--- src/rtl/i2s_receiver.sv ---
// I2S slave receiver: synchronizes bclk/lrclk/data into the clk domain and
// emits stereo sample pairs, flagging words whose bit count is wrong.
module i2s_receiver #(
  parameter int SAMPLE_BITS = 16
) (
  input  logic                   clk,
  input  logic                   reset,
  input  logic                   i2s_bclk,
  input  logic                   i2s_lrclk,
  input  logic                   i2s_data,
  output logic [SAMPLE_BITS-1:0] left_o,
  output logic [SAMPLE_BITS-1:0] right_o,
  output logic                   sample_valid,
  output logic                   frame_error
);

  typedef enum logic [0:0] {
    HUNT = 1'b0,
    RECV = 1'b1
  } state_e;

  logic                   bclk_s1_q, bclk_s2_q, bclk_s3_q;
  logic                   lrclk_s1_q, lrclk_s2_q;
  logic                   data_s1_q, data_s2_q;

  state_e                 state_q, state_d;
  logic [SAMPLE_BITS-1:0] shift_q, shift_d;
  logic [SAMPLE_BITS-1:0] hold_q, hold_d;
  logic [SAMPLE_BITS-1:0] left_q, left_d;
  logic [SAMPLE_BITS-1:0] right_q, right_d;
  logic [5:0]             bit_cnt_q, bit_cnt_d;
  logic                   lrclk_prev_q, lrclk_prev_d;
  logic                   left_held_q, left_held_d;
  logic                   valid_q, valid_d;
  logic                   ferr_q, ferr_d;

  logic                   rise_evt;
  logic                   boundary;
  logic                   word_ok;

  assign rise_evt = bclk_s2_q & ~bclk_s3_q;
  assign boundary = rise_evt & (lrclk_s2_q != lrclk_prev_q);
  // The boundary bit itself completes the word, hence the +1.
  assign word_ok  = (({1'b0, bit_cnt_q} + 7'd1) == 7'(SAMPLE_BITS));

  // Input synchronizers and the extra bclk stage for edge detection.
  always_ff @(posedge clk) begin
    if (reset) begin
      bclk_s1_q  <= 1'b0;
      bclk_s2_q  <= 1'b0;
      bclk_s3_q  <= 1'b0;
      lrclk_s1_q <= 1'b0;
      lrclk_s2_q <= 1'b0;
      data_s1_q  <= 1'b0;
      data_s2_q  <= 1'b0;
    end else begin
      bclk_s1_q  <= i2s_bclk;
      bclk_s2_q  <= bclk_s1_q;
      bclk_s3_q  <= bclk_s2_q;
      lrclk_s1_q <= i2s_lrclk;
      lrclk_s2_q <= lrclk_s1_q;
      data_s1_q  <= i2s_data;
      data_s2_q  <= data_s1_q;
    end
  end

  // Receiver state and registered outputs.
  always_ff @(posedge clk) begin
    if (reset) begin
      state_q      <= HUNT;
      shift_q      <= '0;
      hold_q       <= '0;
      left_q       <= '0;
      right_q      <= '0;
      bit_cnt_q    <= 6'd0;
      lrclk_prev_q <= 1'b0;
      left_held_q  <= 1'b0;
      valid_q      <= 1'b0;
      ferr_q       <= 1'b0;
    end else begin
      state_q      <= state_d;
      shift_q      <= shift_d;
      hold_q       <= hold_d;
      left_q       <= left_d;
      right_q      <= right_d;
      bit_cnt_q    <= bit_cnt_d;
      lrclk_prev_q <= lrclk_prev_d;
      left_held_q  <= left_held_d;
      valid_q      <= valid_d;
      ferr_q       <= ferr_d;
    end
  end

  // Next-state logic: everything advances only on a bclk rising event.
  always_comb begin
    state_d      = state_q;
    shift_d      = shift_q;
    hold_d       = hold_q;
    left_d       = left_q;
    right_d      = right_q;
    bit_cnt_d    = bit_cnt_q;
    lrclk_prev_d = lrclk_prev_q;
    left_held_d  = left_held_q;
    valid_d      = 1'b0;
    ferr_d       = 1'b0;

    if (rise_evt) begin
      shift_d      = {shift_q[SAMPLE_BITS-2:0], data_s2_q};
      lrclk_prev_d = lrclk_s2_q;
      if (boundary) begin
        bit_cnt_d = 6'd0;
        case (state_q)
          HUNT: state_d = RECV;
          RECV: begin
            if (!word_ok) begin
              ferr_d      = 1'b1;
              left_held_d = 1'b0;
            end else if (!lrclk_prev_q) begin
              hold_d      = shift_d;
              left_held_d = 1'b1;
            end else if (left_held_q) begin
              left_d      = hold_q;
              right_d     = shift_d;
              valid_d     = 1'b1;
              left_held_d = 1'b0;
            end else begin
              left_held_d = 1'b0;
            end
          end
          default: state_d = HUNT;
        endcase
      end else if (bit_cnt_q != 6'd63) begin
        bit_cnt_d = bit_cnt_q + 6'd1;
      end else begin
        bit_cnt_d = bit_cnt_q;
      end
    end else begin
      state_d = state_q;
    end
  end

  assign left_o       = left_q;
  assign right_o      = right_q;
  assign sample_valid = valid_q;
  assign frame_error  = ferr_q;

endmodule

--- config.mk ---
export PLATFORM = sky130hd
export DESIGN_NAME = i2s_receiver
export DESIGN_NICKNAME = d
export VERILOG_FILES = /design/src/rtl/i2s_receiver.sv
export SDC_FILE = /design/constraint.sdc
export NUM_CORES = 1
export LEC_CHECK = 0
export ABC_CLOCK_PERIOD_IN_PS = 2200
export CORE_MARGIN = 8
export CORE_UTILIZATION = 50
export CTS_BUF_LIST = sky130_fd_sc_hd__clkbuf_4 sky130_fd_sc_hd__clkbuf_8
export CTS_CLUSTER_DIAMETER = 80
export CTS_CLUSTER_SIZE = 24
export DETAILED_ROUTE_END_ITERATION = 16
export HOLD_SLACK_MARGIN = 0.05
export PLACE_DENSITY = 0.79
export SETUP_SLACK_MARGIN = 0.4
export SKIP_LAST_GASP = 1
export SYNTH_ARGS = -nofsm -noshare
export SYNTH_HDL_FRONTEND = slang
export SYNTH_SLANG_ARGS = --single-unit
--- constraint.sdc ---
create_clock -name clk -period 2.2 [get_ports clk]
set_input_delay 0.44 -clock clk [delete_from_list [all_inputs] [get_ports clk]]
set_output_delay 0.44 -clock clk [all_outputs]
set_load 0.005 [all_outputs]
==> results of run 1 <==
-- power by group --
group	internal [uW]	leakage (uW)	total [uW]	switching [uW]
logic	36.8	0.000804	78.8	42.0
clock network	681	0.000109	1230	551
registers	1470	0.000658	1480	6.89
total	2190	0.00157	2790	600
-- cell usage after synthesis (3+ instances only) --
library cell,instances,area (sq um)
o21ai_1,5,25.0
nand4b_1,32,280
mux2i_1,17,170
buf_6,3,33.8
nand2b_1,33,206
nor3_1,3,15.0
o21ai_2,30,263
clkbuf_1,20,75.1
nor2b_1,9,56.3
nand2_1,37,139
a21oi_1,23,115
nor2_1,22,82.6
buf_12,3,60.1
dfxtp_1,81,1620
buf_2,4,20.0
-- repair_timing --
action / in CTS / in global routing
hold buffers: 0 / 0
cloned: 1 / 1
resized for setup: 7 / 15
hold endpoints to repair: 0 / 0
endpoints found under the setup margin: 50 / 49
pin swaps: 2 / 3
setup buffers: 5 / 4
-- layout make-up --
class,count,area (sq um)
well taps,80,100
clock buffers,11,145
flip-flops and latches,81,1640
fillers,547,2460
clock inverters,4,76.3
multi-input cells,237,1650
repair buffers,57,617
-- cell usage in the layout (no fill, tap or decap), types with 2 or more instances in the layout --
cell type	count
a21oi_1	23
clkbuf_8	10
bufinv_16	2
nor2_1	22
nand4b_1	32
o21ai_1	4
nand3_1	2
mux2i_1	17
xor2_1	2
buf_4	11
o21ai_2	31
nor2b_1	9
dfxtp_1	75
a211oi_1	2
buf_12	4
clkdlybuf4s50_1	37
and2_4	2
dfxtp_4	3
o31ai_1	2
nand2b_1	33
nor3_1	2
nand2_1	37
dfxtp_2	3
-- registers in the layout, indices dropped and copies added (netlist names) --
register      flops
data_s1_q         1
bclk_s3_q         1
lrclk_s1_q        1
bit_cnt_q         6
lrclk_prev_q      1
lrclk_s2_q        1
state_q           1
sample_valid      1
left_held_q       1
frame_error       1
bclk_s2_q         1
bclk_s1_q         1
left_o           16
right_o          16
hold_q           16
data_s2_q         1
shift_q          15
-- worst min path at each step --
stage | from | endpoint | depth (start not counted)
after CTS | lrclk_s1_q$_SDFF_PP0_ | lrclk_s2_q$_SDFF_PP0_ | 1
after detailed placement | lrclk_s1_q$_SDFF_PP0_ | lrclk_s2_q$_SDFF_PP0_ | 1
after global routing | bclk_s1_q$_SDFF_PP0_ | bclk_s2_q$_SDFF_PP0_ | 1
after global placement | data_s1_q$_SDFF_PP0_ | data_s2_q$_SDFF_PP0_ | 1
after floorplan | bclk_s1_q$_SDFF_PP0_ | bclk_s2_q$_SDFF_PP0_ | 1
final | lrclk_s1_q$_SDFF_PP0_ | lrclk_s2_q$_SDFF_PP0_ | 1
-- kinds of logic after synthesis --
kind of cell	Yosys count	synth area share (%)
xor+xnor	3	0.774
buf+inv	30	5.57
fa+ha+maj	2	0.737
simple gates	145	25.3
flops	81	47.8
compound gates	70	14.8
mux	17	5.01
-- critical path: stages (launching register included) --
cell	delay, ps
dfxtp_4	380
ha_4	170
and2_4	170
a22o_4	270
o211a_1	170
and2_4	240
buf_4	150
nor2b_1	120
-- per-layer routing --
metal / up-vias / wire, microns / track usage, %
li1: 1289 / - / -
met1: 1243 / 3450 / 18.2
met2: 54 / 3520 / 24.1
met3: 9 / 296 / 2.99
met4: 0 / 135 / 8.15
met5: - / 0 / 0
-- metrics by stage --
step / setup WS [ps] / power, uW
detailed placement: 213 / 1590
finish: 422 / 2790
floorplan: 402 / 1570
global placement: 268 / 1590
CTS: 391 / 2790
global route: 377 / 2860
==> metrics.yaml, run 1 <==
global_route:
  overflow: 0
  grt_max_degree: 114
  grt_first_pass_wirelength_microns: 11700
  via_count_of_the_first_global_routing_pass: 2399
  grt_use_total_pct: 14.9
  number_of_antenna_violations_at_the_first_check_in_global_routing: 0
critical_path:
  critPathLaunch: "bit_cnt_q[0]$_SDFFE_PP0P_"
  path_max_fanout: 8
  cp_data_required_time_ps: 2440
  worst-endpoint-arrival_ps: 2020
  timing.rr.start: "bit_cnt_q[0]$_SDFFE_PP0P_"
  timing.critical_path.to_type: "register"
  worst-r2r-cell-count: 7
  r2r-end: "sample_valid$_SDFF_PP0_"
  worst_setup_path_start_kind: "register"
  critical_path.endpoint: "sample_valid$_SDFF_PP0_"
  worstSetupPathType: "reg2reg"
  r2r_setup_slack_ps: 420
floorplan:
  die_h_microns: 98.4
  initial_core_util_pct: 50.8
  die-width_microns: 98.4
  design.die.area_sq_um: 9680
  core_area_sq_um: 6680
  row_count: 30
  num_io_pins: 39
placement:
  hpwl_microns: 4460
  dpl.cell_count: 444
  postPlaceCellArea_sq_um: 3790
  numPortBuffers: 38
  gpl.final_weighted_congestion: 0.878
clock_tree:
  cts_htree_levels: 3
  clk_pin_slew_worst_paths_ps: 80
  cts_buffer_depth: 2
  clock-root-buffer: "clkbuf_8"
  clkSinkCount: 81
  cts_inserted_buffers: 9
  tritoncts: "built"
  clk_latency_ps: 360
routing:
  antenna_left: 0
  detail_route.first_pass.iterations: 4
  drtIter0Drc: 168
  detail_route.wl_per_cell_microns: 15.7
  postRouteWirelength_microns: 7400
  drt-vias-per-instance: 5.52
  number_of_design_rule_violations_left_after_detail_routing: 0
  vias: 2595
worst_hold_path:
  min_path_type: "reg2reg"
flow_run:
  cap_violations: 0
power:
  vdd_drop_max_uv: 370
  power_density_nw_per_um2: 660
  leakage_uw: 0.00157
timing:
  timing.final.crit_share_pct: 80.8
  slew_violations: 0
  min_period_ps: 1780
  timing.final.hold_violations: 0
  rsz0062_at_grt: "false"
  slew_headroom_pct: 55.2
  fin_skew_ps: 10.7
  setup_violations: 0
  worst_hold_margin_ps: 446
  setup_total_negative_slack_ps: 0
  timing.fmax_mhz: 562
  tightest_slew_ps: 672
synthesis:
  synth.distinct_cells: 36
  syn-cell-area_sq_um: 3390
  synth_fp_nets: 355
  mean_area_per_synthesized_cell_sq_um: 9.75
  number_of_synthesized_flops_with_an_enable_pin: 0
  postSynthCellCount: 348
  number_of_synthesized_register_bits: 81
  synth-async-reset-ratio_pct: 0
  synth-main-ff-cell: "dfxtp_1"
  ys_warn_count: 0
  seq_area_frac_synth_pct: 47.8
cells_and_area:
  utilization_pct: 63.2
  layout-area-overhead-vs-synth_pct: 24.4
  layout-drive-gt1-share_pct: 20.8
  layoutNonFillerInstCount: 470
  n_antenna_cell: 0
  count_of_nets_after_finishing: 393
  fin_area_sq_um: 4220
status:
  run_status: "finished clean"
Note: power is estimated with default switching activity, not from simulation.
==> inputs of run 2 (changes only) <==
--- a/config.mk
+++ b/config.mk
@@ -5,7 +5,7 @@
 export SDC_FILE = /design/constraint.sdc
 export NUM_CORES = 1
 export LEC_CHECK = 0
-export ABC_CLOCK_PERIOD_IN_PS = 2200
+export ABC_CLOCK_PERIOD_IN_PS = 1700
 export CORE_MARGIN = 8
 export CORE_UTILIZATION = 50
 export CTS_BUF_LIST = sky130_fd_sc_hd__clkbuf_4 sky130_fd_sc_hd__clkbuf_8
==> constraint.sdc (replaced) <==
create_clock -name clk -period 1.7 [get_ports clk]
set_input_delay 0.34 -clock clk [delete_from_list [all_inputs] [get_ports clk]]
set_output_delay 0.34 -clock clk [all_outputs]
set_load 0.005 [all_outputs]
==> metrics.yaml, run 2 (synthesis gave the netlist of run 1 again) <==
timing:
  worst_hold_margin_ps: 446
  rsz0062_at_grt: "true"
  timing.final.hold_violations: 0
  min_period_ps: 1740
  timing.fmax_mhz: 574
  slew_violations: 0
  tightest_slew_ps: 356
  timing.final.crit_share_pct: 103
  fin_skew_ps: 14.1
  setup_violations: 7
  slew_headroom_pct: 76.2
  setup_ws_ps: -43.4
worst_hold_path:
  min_path_type: "reg2reg"
  hold_end: "lrclk_s2_q$_SDFF_PP0_"
  worst_hold_startpoint: "lrclk_s1_q$_SDFF_PP0_"
  min_path_cells: 1
critical_path:
  worst-r2r-cell-count: 8
  crit_buf_inv: 2
  r2r_setup_slack_ps: -40
  worst_setup_path_start_kind: "register"
  path_max_fanout: 10
  cp_top_family: "compound AO/OA/AOI/OAI gates"
  slowest_cp_cell: "dfxtp_4"
  critical-path-max-stage-delay_ps: 380
  cp_data_required_time_ps: 1950
  r2r-end: "right_o[1]$_SDFFE_PP0P_"
  worstSetupPathType: "reg2reg"
  timing.critical_path.to_type: "register"
  timing.rr.start: "bit_cnt_q[1]$_SDFFE_PP0P_"
  timing.critical_path.cells: "ha_4 -> and2_4 -> a22o_4 -> o211a_1 -> buf_4 -> buf_12 -> nand4b_1 -> o21ai_2"
  worst-endpoint-arrival_ps: 1990
placement:
  postPlaceCellArea_sq_um: 3870
  numPortBuffers: 38
  hpwl_microns: 4710
  gpl.final_weighted_congestion: 0.851
routing:
  antenna_left: 0
  drt-vias-per-instance: 5.67
  number_of_design_rule_violations_left_after_detail_routing: 0
  detail_route.first_pass.iterations: 5
  postRouteWirelength_microns: 8080
  drtIter0Drc: 301
  vias: 2721
  detail_route.wl_per_cell_microns: 16.8
global_route:
  grt_use_total_pct: 16.0
  grt_max_degree: 98
  global_route.usage.met3_pct: 5.05
  number_of_antenna_violations_at_the_first_check_in_global_routing: 0
  via_count_of_the_first_global_routing_pass: 2513
  grt_use_met1_pct: 18.4
  grt_first_pass_wirelength_microns: 12500
  grtUsageMet2_pct: 26.5
  top_usage_layer: "met2"
  overflow: 0
clock_tree:
  clk_latency_ps: 360
  cts_inserted_buffers: 9
  cts_buffer_depth: 2
  cts_htree_levels: 3
  clock-root-buffer: "clkbuf_8"
  clk_pin_slew_worst_paths_ps: 80
  hold_buf_cts: 0
  clkSinkCount: 81
  tritoncts: "built"
cells_and_area:
  layout-area-overhead-vs-synth_pct: 30.1
  multiInputGateArea_sq_um: 1730
  seq_area_sq_um: 1660
  n_fill_cell: 509
  count_of_nets_after_finishing: 402
  final_common_cell: "dfxtp_1"
  layout-drive-gt1-share_pct: 30.0
  n_antenna_cell: 0
  fin_area_sq_um: 4410
  mostFrequentLayoutCells: "60 x dfxtp_1, 37 x nand2_1, 32 x nand2b_1, 32 x nand4b_1, 31 x o21ai_2"
power:
  leakage_uw: 0.00173
  total_power_uw: 3330
  vdd_drop_max_uv: 626
  power_density_nw_per_um2: 755
floorplan:
  design.die.area_sq_um: 9680
  row_count: 30
  die-width_microns: 98.4
  core_area_sq_um: 6680
  initial_core_util_pct: 50.8
  die_h_microns: 98.4
  num_io_pins: 39
status:
  run_status: "complete, but fails checks"
  failed_checks: "negative setup slack"
flow_run:
  cap_violations: 0
==> run 2: cell count changes in the layout (fill, tap and decap cells not counted), moves of 3 or more <==
cell / before / now
clkdlybuf4s15_1: 0 / 21
dfxtp_2: 3 / 17
mux2i_1: 17 / 14
clkdlybuf4s50_1: 37 / 3
dlygate4sd2_1: 0 / 10
dfxtp_1: 75 / 60
buf_4: 11 / 15
==> run 2: report_power, final <==
group | internal, uW | switching, uW | leakage [uW]
logic | 50.8 | 56.1 | 0.000968
registers | 1900 | 10.6 | 0.000666
clock network | 629 | 688 | 0.000101
==> run 2: routing by layer <==
layer	vias up	share of wire, %
met5	-	0
met4	0	1.6
met3	14	5.6
met2	93	51
met1	1308	42
li1	1306	-
==> run 2: how the worst max path moves through the flow <==
stage,start,end,slack (ps),depth (start not counted)
after floorplan,bit_cnt_q[0]$_SDFFE_PP0P_,hold_q[10]$_SDFFE_PP0P_,90,8
after global placement,bit_cnt_q[0]$_SDFFE_PP0P_,sample_valid$_SDFF_PP0_,30,7
after detailed placement,bit_cnt_q[0]$_SDFFE_PP0P_,sample_valid$_SDFF_PP0_,-0.7,7
after CTS,bit_cnt_q[0]$_SDFFE_PP0P_,right_o[6]$_SDFFE_PP0P_,10,7
after global routing,bit_cnt_q[1]$_SDFFE_PP0P_,right_o[1]$_SDFFE_PP0P_,-90,8
final,bit_cnt_q[1]$_SDFFE_PP0P_,right_o[1]$_SDFFE_PP0P_,-40,8
==> run 2: final cells by class <==
| type | count | area share, % |
|---|---|---|
| Tap cell | 80 | 2.27 |
| Multi-Input combinational cell | 237 | 39.2 |
| Clock inverter | 4 | 0.567 |
| Timing Repair Buffer | 66 | 16.8 |
| Sequential cell | 81 | 37.6 |
| Clock buffer | 12 | 3.60 |
==> run 2: metrics by stage <==
step	cells	TNS, ps	setup WS [ps]	util [%]
finish	480	-136	-43.4	66.0
CTS	471	0	11.5	62.2
floorplan	348	0	90.0	-
detailed placement	448	-0.681	-0.681	57.9
global placement	448	0	31.3	57.9
global route	480	-1460	-85.0	66.0
==> run 2: what timing repair did <==
| item | 4_1_cts | 5_1_grt |
|---|---|---|
| endpoints found under the setup margin | 89 | 98 |
| buffers inserted | 5 | 6 |
| gates cloned | 2 | 3 |
| pin swaps | 12 | 12 |
| resized for setup | 51 | 57 |
